$ cat src/rtl/stopwatch_core.sv
// stopwatch_core: MM:SS BCD stopwatch with pause and adjust modes, driving a
// multiplexed 4-digit 7-segment display. All timing comes in as clk-domain
// single-cycle tick enables from the master clock divider.
//
// Ports:
//   clk        system clock, all logic on posedge
//   RESET      synchronous active-high reset, highest priority
//   tick_1hz   count tick (ignored in adjust mode or while paused)
//   tick_2hz   adjust-mode increment of the selected field
//   tick_fast  advances the display mux index
//   blink      level; blanks the selected field while adjusting
//   SEL        adjust field select: 0 = minutes, 1 = seconds
//   ADJ        level; 1 = adjust mode
//   pause      one-cycle pulse; toggles paused
//   sec_o/sec_t/min_o/min_t  BCD digits of the current value
//   paused     current paused state
//   seg        segments {g,f,e,d,c,b,a}
//   an         digit enables, an[0] = rightmost digit
module stopwatch_core #(
   parameter bit SEG_ACTIVE_LOW = 1'b1,
   parameter bit AN_ACTIVE_LOW  = 1'b1
) (
   input  logic       clk,
   input  logic       RESET,
   input  logic       tick_1hz,
   input  logic       tick_2hz,
   input  logic       tick_fast,
   input  logic       blink,
   input  logic       SEL,
   input  logic       ADJ,
   input  logic       pause,
   output logic [3:0] sec_o,
   output logic [2:0] sec_t,
   output logic [3:0] min_o,
   output logic [2:0] min_t,
   output logic       paused,
   output logic [6:0] seg,
   output logic [3:0] an
);

   logic [3:0] sec_o_q, sec_o_d, min_o_q, min_o_d;
   logic [2:0] sec_t_q, sec_t_d, min_t_q, min_t_d;
   logic       paused_q, paused_d;
   logic [1:0] idx_q, idx_d;
   logic [6:0] seg_q, seg_d;
   logic [3:0] an_q, an_d;
   logic [3:0] dig_d;
   logic       cnt_en, inc_sec, inc_min, blank;

   function automatic logic [6:0] glyph(input logic [3:0] d);
      case (d)
         4'd0:    glyph = 7'b0111111;
         4'd1:    glyph = 7'b0000110;
         4'd2:    glyph = 7'b1011011;
         4'd3:    glyph = 7'b1001111;
         4'd4:    glyph = 7'b1100110;
         4'd5:    glyph = 7'b1101101;
         4'd6:    glyph = 7'b1111101;
         4'd7:    glyph = 7'b0000111;
         4'd8:    glyph = 7'b1111111;
         4'd9:    glyph = 7'b1101111;
         default: glyph = 7'b0000000;
      endcase
   endfunction

   always_comb begin
      sec_o_d  = sec_o_q;
      sec_t_d  = sec_t_q;
      min_o_d  = min_o_q;
      min_t_d  = min_t_q;
      // pause and tick in the same cycle: gating uses the pre-toggle state
      cnt_en   = tick_1hz & ~ADJ & ~paused_q;
      inc_sec  = cnt_en | (ADJ & tick_2hz & SEL);
      // minutes step on a seconds rollover only when counting; adjust
      // increments never carry between fields
      inc_min  = (cnt_en & (sec_o_q == 4'd9) & (sec_t_q == 3'd5))
               | (ADJ & tick_2hz & ~SEL);
      paused_d = paused_q ^ pause;
      idx_d    = idx_q + {1'b0, tick_fast};

      if (inc_sec) begin
         if (sec_o_q == 4'd9) begin
            sec_o_d = 4'd0;
            sec_t_d = (sec_t_q == 3'd5) ? 3'd0 : sec_t_q + 3'd1;
         end else begin
            sec_o_d = sec_o_q + 4'd1;
         end
      end
      if (inc_min) begin
         if (min_o_q == 4'd9) begin
            min_o_d = 4'd0;
            min_t_d = (min_t_q == 3'd5) ? 3'd0 : min_t_q + 3'd1;
         end else begin
            min_o_d = min_o_q + 4'd1;
         end
      end

      // seg/an are built from next-state digits and index so the glyph
      // always matches the enabled anode and reflects counter changes at once
      case (idx_d)
         2'd0:    dig_d = sec_o_d;
         2'd1:    dig_d = {1'b0, sec_t_d};
         2'd2:    dig_d = min_o_d;
         default: dig_d = {1'b0, min_t_d};
      endcase

      // seconds pair is indices 0-1, minutes pair is 2-3
      blank = ADJ & blink & (SEL ? ~idx_d[1] : idx_d[1]);
      seg_d = blank ? 7'b0000000 : glyph(dig_d);
      if (SEG_ACTIVE_LOW) seg_d = ~seg_d;
      an_d  = 4'b0001 << idx_d;
      if (AN_ACTIVE_LOW) an_d = ~an_d;
   end

   always_ff @(posedge clk) begin
      if (RESET) begin
         sec_o_q  <= 4'd0;
         sec_t_q  <= 3'd0;
         min_o_q  <= 4'd0;
         min_t_q  <= 3'd0;
         paused_q <= 1'b0;
         idx_q    <= 2'd0;
         seg_q    <= SEG_ACTIVE_LOW ? ~glyph(4'd0) : glyph(4'd0);
         an_q     <= AN_ACTIVE_LOW ? 4'b1110 : 4'b0001;
      end else begin
         sec_o_q  <= sec_o_d;
         sec_t_q  <= sec_t_d;
         min_o_q  <= min_o_d;
         min_t_q  <= min_t_d;
         paused_q <= paused_d;
         idx_q    <= idx_d;
         seg_q    <= seg_d;
         an_q     <= an_d;
      end
   end

   // BCD codes 10-15 cannot be produced by the carry chain
   always_ff @(posedge clk) begin
      if (!RESET) assert (dig_d <= 4'd9);
   end

   assign sec_o  = sec_o_q;
   assign sec_t  = sec_t_q;
   assign min_o  = min_o_q;
   assign min_t  = min_t_q;
   assign paused = paused_q;
   assign seg    = seg_q;
   assign an     = an_q;

endmodule

$ cat config.mk
export PLATFORM = sky130hd
export DESIGN_NAME = stopwatch_core
export DESIGN_NICKNAME = d
export VERILOG_FILES = /design/src/rtl/stopwatch_core.sv
export SDC_FILE = /design/constraint.sdc
export NUM_CORES = 1
export LEC_CHECK = 0
export CAP_MARGIN = 15
export CELL_PAD_IN_SITES_DETAIL_PLACEMENT = 0
export CELL_PAD_IN_SITES_GLOBAL_PLACEMENT = 2
export CORE_UTILIZATION = 30
export DETAILED_ROUTE_END_ITERATION = 12
export MAX_ROUTING_LAYER = met4
export PLACE_DENSITY = 0.82
export SYNTH_ARGS = -nofsm -noshare
export SYNTH_HDL_FRONTEND = slang
export SYNTH_SLANG_ARGS = --single-unit
$ cat constraint.sdc
create_clock -name clk -period 3.54 [get_ports clk]
set_input_delay 0.708 -clock clk [delete_from_list [all_inputs] [get_ports clk]]
set_output_delay 0.708 -clock clk [all_outputs]
set_load 0.1 [all_outputs]
==> metrics.cfg <==
[status]
outcome = complete, no violations

[route]
wl_met2_mm = 1.998
vias = 1525
wl_per_cell_um = 13.71
wl_met3_um = 106
wl_met1_mm = 2.061
drt.antenna.violating_nets = 0
wl_mm = 4.223
drc = 0
first_pass_iters = 4
dr.first_iter.drc_count = 46
maxUsedRoutingLayer = met4
viasPerCell = 4.951

[setup_path]
cp_slowest_stage_delay_ps = 460
critical_path_class = input port to flop
crit_chain = clkdlybuf4s50_1, or3b_4, or4_4, buf_4, a2111oi_4, a211oi_1, or3_4, mux2_4, a31oi_1
slowest_stage = clkdlybuf4s50_1
arrival_ps = 3540
critPathCaptureType = flop
path_delay_family = simple AND/OR/NAND/NOR gates
critPathMaxFanout = 4
cp.required_ps = 3740
start_kind = input port
path_buf_inv = 2

[run]
maxCapViolCount = 0

[placement]
gp_congestion = 0.7897
post-dp-hpwl_mm = 3.151
port_buffers = 34
post_dp_cell_area_mm2 = 0.002175
dp.cells = 304

[synthesis]
synth-seq-cells = 28
yosysWarningCount = 0
synth_top_family_by_area = simple AND/OR/NAND/NOR gates
synth_seq_area_share = 0.3444
synth_compound_area_frac = 0.2191
synth.net_count = 203
synthSimpleGateAreaFrac = 0.2483
synth-edff-count = 0
ys_types = 53
postSynthCellCount = 186
muxShareOfSynthArea = 0.05457
synth-async-reset-ratio = 0
synthAdderAreaFrac = 0.06149
avgSynthCellArea_um2 = 8.752
synth.cell_area_mm2 = 0.001628
synthFlopType = dfxtp_1
synth-xor-area-share = 0.03766

[cells_and_area]
final_common_cell = clkdlybuf4s50_1
fin_area_mm2 = 0.002246
final_cells = 308
final_cell_mix = clkdlybuf4s50_1 (29), dfxtp_1 (28), buf_4 (26)
antenna_cells = 0
fillCellCount = 494
drive_above_1_share = 0.1765
num-nets-final = 256
area_growth_pct = 37.97

[pwr]
vdd_drop_max_v = 0.0002210
power_density_mw_per_mm2 = 455.0
power.leakage_nw = 0.8771

[cts]
cts_resized = 0
htree_levels = 1
post_cts_buffers = 0
hold_buffers = 0
clk_latency_ps = 280
cts_tree = done
cts.clk_slew.worst_paths_ps = 100
clock-root-buffer = clkbuf_8
clockBufferDepth = 2
clock_sinks = 28
cts_inserted_buffers = 3

[floorplan]
start_util = 0.3147
dieArea_mm2 = 0.005724
io_pins = 35
chipWidth_um = 75.66
rows = 26
dieHeight_um = 75.66
core_area_mm2 = 0.005172

[sta]
relSlewSlack = 0.3531
hold_ws_ps = 580.8
min_period_over_period = 0.9433
tightest_slew_ps = 967.4
drv_slew = 0
fmax_mhz = 299.5
setup_violations = 0
skew_ps = 10.23
setup_tns_ps = 0
min_period_ps = 3339
rsz0062_at_grt = no
finalHoldViolCount = 0

[global_routing]
grt_pass1_vias = 1443
grt_pass1_wl_mm = 6.927
grt_max_degree = 24
antenna_found_initial = 0
grt_usage = 0.1649
overflow = 0

[min_path]
hold_path_class = flop to flop

-- flip-flops by register name, summed over array words and instances (netlist names) --
signal and cells:
paused 1, seg 7, sec_o 4, min_o 4
an 4, sec_t 3, min_t 3, idx_q 2
-- layout make-up --
class / count / area [µm²] / area share
clock buffers: 3 / 41.29 / 0.01838
inverters: 8 / 30.03 / 0.01337
multi-input cells: 143 / 1011 / 0.4501
repair buffers: 55 / 485.5 / 0.2162
well taps: 70 / 87.58 / 0.03900
flip-flops and latches: 28 / 560.5 / 0.2496
clock inverters: 1 / 30.03 / 0.01337
-- final timing paths --
path	cells past startpoint	to	start	slack, ps
setup / recovery	9	seg[4]	ADJ	200
hold / removal	2	min_t[1]	min_t[1]	580
setup reg to reg	8	seg[4]	sec_o[1]	630
hold reg to reg	2	min_t[1]	min_t[1]	580
-- power by group --
group / switching (mW) / internal, mW
sequential: 0.0122 / 0.341
clock: 0.104 / 0.151
combinational: 0.283 / 0.130
-- metal layers --
layer | global-route usage | up-vias
li1 | - | 785
met1 | 0.2146 | 705
met2 | 0.2738 | 30
met3 | 0.01587 | 5
met4 | 0.04321 | 0
met5 | - | -
-- metrics by stage --
| step | worst slack (ps) | power, mW | utilization |
|---|---|---|---|
| floorplan | 53.23 | 0.6552 | - |
| global placement | -25.34 | 0.7754 | 0.4204 |
| detailed placement | -79.35 | 0.7728 | 0.4204 |
| CTS | 206.0 | 1.037 | 0.4342 |
| global route | 55.88 | 1.075 | 0.4342 |
| finish | 200.6 | 1.022 | 0.4342 |
-- synthesized netlist by cell type (2+ instances only) --
| cell | n | area share |
|---|---|---|
| dfxtp_1 | 28 | 0.34 |
| ha_1 | 8 | 0.061 |
| and3_1 | 3 | 0.012 |
| xnor2_1 | 5 | 0.027 |
| clkbuf_1 | 7 | 0.016 |
| nand2_1 | 10 | 0.023 |
| a41o_1 | 2 | 0.012 |
| a21o_1 | 2 | 0.0092 |
| nand3b_1 | 3 | 0.014 |
| inv_1 | 8 | 0.018 |
| nor2b_1 | 6 | 0.023 |
| mux2_2 | 3 | 0.021 |
| o221ai_1 | 2 | 0.011 |
| nor3_1 | 2 | 0.0061 |
| and3b_1 | 2 | 0.011 |
| nand2b_1 | 3 | 0.012 |
| o211ai_1 | 2 | 0.0092 |
| o21a_1 | 2 | 0.0092 |
| nand3_1 | 6 | 0.018 |
| o21ai_0 | 6 | 0.018 |
| a31oi_1 | 4 | 0.015 |
| nor2_1 | 24 | 0.055 |
| xor2_1 | 2 | 0.011 |
| mux2i_1 | 4 | 0.025 |
| a211oi_1 | 4 | 0.018 |
| a21oi_1 | 10 | 0.031 |
| nor4_1 | 2 | 0.0077 |
-- cells by family after synthesis --
kind of cell | after synthesis
and+or+nand+nor | 72
DFF | 28
muxes | 8
xor gates and xnor gates | 7
buffers and inverters | 15
adders and majority gates | 8
AOI/OAI and AO/OA | 48
-- tightest hold or removal path: stages (launching register included) --
cell     delay (ps)
dfxtp_1         360
mux2i_1         140
nor2_1           50
Note: power is estimated with default switching activity, not from simulation.
